===== src/rtl/conv_window_gen_pkg.sv =====
// ============================================================================
// Module   : conv_window_gen_pkg
// Brief    : Shared defaults and 3x3 window index map for the window/conv stages.
// Revision : 1.0
// ============================================================================
`default_nettype none

package conv_window_gen_pkg;

    localparam int DATA_W_DEF = 8;
    localparam int IMG_W_DEF  = 28;
    localparam int IMG_H_DEF  = 28;
    localparam int WIN_N      = 9;

    // Row-major positions inside the 3x3 neighbourhood, shared with the kernel weights.
    localparam int TL = 0;
    localparam int TC = 1;
    localparam int TR = 2;
    localparam int ML = 3;
    localparam int MC = 4;
    localparam int MR = 5;
    localparam int BL = 6;
    localparam int BC = 7;
    localparam int BR = 8;

endpackage

`default_nettype wire


===== src/rtl/line_buffer.sv =====
// ============================================================================
// Module   : line_buffer
// Brief    : DEPTH-deep delay line for pixel rows, advancing only on en.
// Revision : 1.0
// ============================================================================
`default_nettype none

module line_buffer #(
    parameter int DATA_W = 8,
    parameter int DEPTH  = 28
) (
    input  logic              clk,
    input  logic              rst,
    input  logic              en,
    input  logic [DATA_W-1:0] din,
    output logic [DATA_W-1:0] dout
);

    localparam int              PTR_W    = (DEPTH > 1) ? $clog2(DEPTH) : 1;
    localparam logic [PTR_W-1:0] PTR_LAST = PTR_W'(DEPTH - 1);

    logic [DATA_W-1:0] mem_q [DEPTH];
    logic [PTR_W-1:0]  ptr_q;
    logic [PTR_W-1:0]  ptr_d;

    // Circular buffer: the slot about to be overwritten holds the sample from DEPTH advances ago.
    assign dout  = mem_q[ptr_q];
    assign ptr_d = (ptr_q == PTR_LAST) ? '0 : ptr_q + 1'b1;

    always_ff @(posedge clk or posedge rst) begin
        if (rst) begin
            ptr_q <= '0;
        end else if (en) begin
            ptr_q <= ptr_d;
        end
    end

    always_ff @(posedge clk) begin
        if (en) begin
            mem_q[ptr_q] <= din;
        end
    end

endmodule

`default_nettype wire


===== src/rtl/conv_window_gen.sv =====
// ============================================================================
// Module   : conv_window_gen
// Brief    : Streaming 3x3 window generator emitting only fully-interior windows.
// Revision : 1.0
// ============================================================================
`default_nettype none

module conv_window_gen
    import conv_window_gen_pkg::*;
#(
    parameter int DATA_W = DATA_W_DEF,
    parameter int IMG_W  = IMG_W_DEF,
    parameter int IMG_H  = IMG_H_DEF
) (
    input  logic              clk,
    input  logic              rst,
    input  logic              in_valid,
    output logic              in_ready,
    input  logic [DATA_W-1:0] in_data,
    output logic              out_valid,
    input  logic              out_ready,
    output logic              out_last,
    output logic [DATA_W-1:0] data0,
    output logic [DATA_W-1:0] data1,
    output logic [DATA_W-1:0] data2,
    output logic [DATA_W-1:0] data3,
    output logic [DATA_W-1:0] data4,
    output logic [DATA_W-1:0] data5,
    output logic [DATA_W-1:0] data6,
    output logic [DATA_W-1:0] data7,
    output logic [DATA_W-1:0] data8
);

    localparam int               COL_W    = $clog2(IMG_W);
    localparam int               ROW_W    = $clog2(IMG_H);
    localparam logic [COL_W-1:0] COL_LAST = COL_W'(IMG_W - 1);
    localparam logic [ROW_W-1:0] ROW_LAST = ROW_W'(IMG_H - 1);

    logic              accept;
    logic              win_ok;
    logic              frame_end;
    logic [DATA_W-1:0] tap_top;
    logic [DATA_W-1:0] tap_mid;

    logic [COL_W-1:0]  col_q, col_d;
    logic [ROW_W-1:0]  row_q, row_d;
    logic [DATA_W-1:0] win_q [WIN_N];
    logic [DATA_W-1:0] win_d [WIN_N];
    logic              out_valid_q, out_valid_d;
    logic              out_last_q, out_last_d;

    assign in_ready  = !(out_valid_q && !out_ready);
    assign accept    = in_valid && in_ready;
    assign win_ok    = (row_q >= ROW_W'(2)) && (col_q >= COL_W'(2));
    assign frame_end = (row_q == ROW_LAST) && (col_q == COL_LAST);

    line_buffer #(
        .DATA_W (DATA_W),
        .DEPTH  (IMG_W)
    ) u_lb1 (
        .clk  (clk),
        .rst  (rst),
        .en   (accept),
        .din  (in_data),
        .dout (tap_mid)
    );

    line_buffer #(
        .DATA_W (DATA_W),
        .DEPTH  (IMG_W)
    ) u_lb2 (
        .clk  (clk),
        .rst  (rst),
        .en   (accept),
        .din  (tap_mid),
        .dout (tap_top)
    );

    always_comb begin
        col_d       = col_q;
        row_d       = row_q;
        win_d       = win_q;
        out_valid_d = out_valid_q;
        out_last_d  = out_last_q;

        if (accept) begin
            if (col_q == COL_LAST) begin
                col_d = '0;
                row_d = (row_q == ROW_LAST) ? '0 : row_q + 1'b1;
            end else begin
                col_d = col_q + 1'b1;
            end

            win_d[TL] = win_q[TC];
            win_d[TC] = win_q[TR];
            win_d[TR] = tap_top;
            win_d[ML] = win_q[MC];
            win_d[MC] = win_q[MR];
            win_d[MR] = tap_mid;
            win_d[BL] = win_q[BC];
            win_d[BC] = win_q[BR];
            win_d[BR] = in_data;

            // Accept is only possible when any held window is being consumed this cycle.
            out_valid_d = win_ok;
            out_last_d  = win_ok && frame_end;
        end else if (out_valid_q && out_ready) begin
            out_valid_d = 1'b0;
            out_last_d  = 1'b0;
        end
    end

    always_ff @(posedge clk or posedge rst) begin
        if (rst) begin
            col_q       <= '0;
            row_q       <= '0;
            out_valid_q <= 1'b0;
            out_last_q  <= 1'b0;
            for (int i = 0; i < WIN_N; i++) begin
                win_q[i] <= '0;
            end
        end else begin
            col_q       <= col_d;
            row_q       <= row_d;
            out_valid_q <= out_valid_d;
            out_last_q  <= out_last_d;
            win_q       <= win_d;
        end
    end

    assign out_valid = out_valid_q;
    assign out_last  = out_last_q;
    assign data0     = win_q[TL];
    assign data1     = win_q[TC];
    assign data2     = win_q[TR];
    assign data3     = win_q[ML];
    assign data4     = win_q[MC];
    assign data5     = win_q[MR];
    assign data6     = win_q[BL];
    assign data7     = win_q[BC];
    assign data8     = win_q[BR];

endmodule

`default_nettype wire


===== config.mk =====
export PLATFORM = sky130hd
export DESIGN_NAME = conv_window_gen
export DESIGN_NICKNAME = d
export VERILOG_FILES = /design/src/rtl/conv_window_gen_pkg.sv /design/src/rtl/line_buffer.sv /design/src/rtl/conv_window_gen.sv
export SDC_FILE = /design/constraint.sdc
export NUM_CORES = 1
export LEC_CHECK = 0
export ABC_AREA = 1
export CAP_MARGIN = 20
export CORE_MARGIN = 8
export CORE_UTILIZATION = 60
export DETAILED_ROUTE_END_ITERATION = 7
export GPL_ROUTABILITY_DRIVEN = 1
export PLACE_DENSITY = 0.81
export SETUP_SLACK_MARGIN = 0.2
export SYNTH_ARGS = -nofsm -noshare
export SYNTH_HDL_FRONTEND = slang
export SYNTH_SLANG_ARGS = --single-unit

===== constraint.sdc =====
create_clock -name clk -period 3.75 [get_ports clk]
set_input_delay 0.75 -clock clk [delete_from_list [all_inputs] [get_ports clk]]
set_output_delay 0.75 -clock clk [all_outputs]
set_load 0.05 [all_outputs]

==> metrics.csv <==
stage,metric,value,unit
floorplanning,die area,45600,µm²
clock_tree,CTS tree,built,
timing,minimum clock period,2.92,ns
cells_and_area,post-route insts no fill,2979,
timing,Worst-Margin Slew,0.829,ns
clock_tree,Post-CTS Setup Repair Bufs,0,
clock_tree,clk_lat worst skew,0.59,ns
synth,post-synthesis mux area share,0,%
synth,#FFs+latches synth,542,
pwr,Power Density,836,nW/µm²
cells_and_area,Layout area overhead,12.0,%
pwr,Final Power,21.9,mW
timing,Final Hold Fails,0,
drt,final wirelength,55.7,mm
cells_and_area,area of the multi-input gates,5730,µm²
synth,Post-synth ARST share,17.3,%
cells_and_area,FF+latch area,15800,µm²
global_route,number of global-route vias before repair,16356,
worst_setup_path,"setup slack, reg-to-reg",0.83,ns
synth,Ys Warns,0,
global_route,antenna violations before repair,0,
floorplanning,# rows,72,
synth,sequential cell area fraction in the yosys report,67.5,%
placement,placed instance count,2885,
drt,first-pass detailed-route iteration total,6,
timing,Final Cycle Share,77.8,%
drt,drt drc,0,
clock_tree,hold-fix buffers at CTS,0,
placement,"Cell Area, Placed",24600,µm²
timing,RSZ-0062 raised after global routing,false,
clock_tree,# resized after CTS,0,
synth,Syn Inst Count,2352,
synth,Post-synth EDFFs,448,
timing,fmax,343,MHz
cells_and_area,Finished Core Util,68.1,%
worst_setup_path,crit path DAT,2.17,ns
synth,"Primary FF master, synth",edfxtp_1,
floorplanning,die width,214,µm
worst_setup_path,critical path peak fanout,3,
worst_setup_path,Worst Setup End Kind,output pin,
synth,Syn Area/Cell,9.96,µm²
worst_setup_path,Worst EP required,3.00,ns
pwr,Static Leak,11.5,nW
outcome,outcome,"finished, final reports clean",
global_route,largest net degree at the start of global routing,90,
clock_tree,Root Buffer,clkbuf_16,
global_route,global route overflow,0,
clock_tree,H-tree depth,2,
synth,post-synthesis net count,2376,
floorplanning,Initial Util,60.8,%
synth,Synth Area in Simple Gates,21.5,%
global_route,Global Route Usage Sum,24.6,%
cells_and_area,"most common cell after layout, fill and taps aside",nand2_1,
placement,dpl hpwl,33.9,mm
floorplanning,die height,214,µm
cells_and_area,fin area,26200,µm²
placement,routability cong.,0.915,
floorplanning,core area,38600,µm²
cells_and_area,Fillers,2697,
min_path,HP Class,reg -> reg,
global_route,first-pass GRT wire length,87.2,mm
drt,routed len/inst,18.7,µm
timing,# setup viols final,0,
timing,Rel. slew slack,44.5,%
timing,Sum Neg Setup Slack,0,ns
synth,largest family of logic cells by synthesized area,simple AND/OR/NAND/NOR gates,
timing,Layout Skew,0.0284,ns
placement,Port Buffers,86,
floorplanning,# IOs,87,
cells_and_area,most frequent cells in the layout,"nand2_1 (887), edfxtp_1 (448), inv_1 (334)",
drt,vias per cell,5.53,
clock_tree,Sink Count,542,
clock_tree,cts bufs inserted,51,
drt,Routed Antenna Nets,0,
run,max-cap violations,0,
worst_setup_path,CP startpoint kind,primary input,
synth,Synth Cell Area,23400,µm²
pwr,Max VDD drop,0.000651,V
clock_tree,"CTS clk-pin slew, worst paths",0.06,ns
drt,vias after detailed routing,16470,
cells_and_area,layout cells sized above 1,5.49,%
synth,Synth Area in Adders,0.641,%
clock_tree,Max Buffers Root-to-Sink,3,
drt,initial drt markers,1882,
cells_and_area,ant diodes,0,
synth,Synth cell types,26,
synth,post-synthesis xor/xnor area fraction,0,%
worst_setup_path,critical path class,in -> out,
cells_and_area,nets@finish,2444,
timing,"Slew Viols, Final",0,
synth,Compound-Gate Fraction of Synth Area,2.32,%
==> critical path, stage by stage <==
cell and delay, ns:
clkdlybuf4s50_1 0.48, inv_1 0.06, nand2_2 0.07, clkdlybuf4s50_1 0.81
==> through the flow <==
stage / hold slack [ns] / setup slack [ns]
floorplan: 0.523 / 0.551
global placement: 0.463 / 0.559
detailed placement: 0.469 / 0.442
CTS: 0.485 / 0.827
global route: 0.508 / 0.706
finish: 0.488 / 0.832
==> sequential cells by signal, indices dropped and copies added (netlist names), 8 cells and up <==
name	cells
u_lb1.mem_q	224
u_lb2.mem_q	224
data0	8
data1	8
data2	8
data3	8
data4	8
data5	8
data6	8
data7	8
data8	8
==> cell usage after synthesis (7+ instances only) <==
cell	number	area (µm²)
nand2_1	887	3330
o21ai_0	79	395
nor3_1	7	35.0
nand2_2	13	81.3
buf_4	11	82.6
nand3_1	174	871
buf_2	54	270
ha_1	12	150
nor2_1	150	563
inv_1	335	1260
o21ai_1	7	35.0
inv_2	9	33.8
clkbuf_1	13	48.8
edfxtp_1	448	13500
dfrtp_1	94	2350
buf_6	14	158
a21oi_1	20	100
==> per-layer routing <==
layer | vias to the layer above | global-route usage (%) | part of all wire, %
met3 | 167 | 3.65 | 7.9
met1 | 7873 | 31.2 | 38
met4 | 0 | 10.7 | 4.2
met2 | 830 | 42.1 | 50
li1 | 7600 | - | -
met5 | - | 0 | 0
==> cell type report <==
class	count	share of cell area, %
flip-flops and latches	542	60.3
multi-input cells	1366	21.8
inverters	346	4.98
clock buffers	71	5.46
well taps	518	2.47
clock inverters	23	0.820
repair buffers	113	4.15
==> cell families (layout without fill, tap and decap cells) <==
group / after synthesis / after routing
AOI/OAI and AO/OA: 108 / 108
adders and majority gates: 12 / 12
buffers and inverters: 444 / 553
DFF: 542 / 542
and+or+nand+nor: 1246 / 1246
==> power breakdown <==
part           switching, mW  leakage (nW)  internal (mW)
clock                   2.14         0.797           2.94
combinational           6.15          5.46           1.91
sequential             0.545          5.20           8.25
total                   8.84          11.5           13.1
==> final timing paths <==
path	from	end	cells after the start
worst max register to register	u_lb1.ptr_q[0]	u_lb1.mem_q[16][7]	5
min in group asynchronous	rst	data6[1]	2
worst max-delay path	out_ready	in_ready	4
worst min register to register	data6[2]	data6[2]	2
worst min-delay path	data6[2]	data6[2]	2
max in group asynchronous	rst	out_valid	3
(Power assumes the default switching activity.)
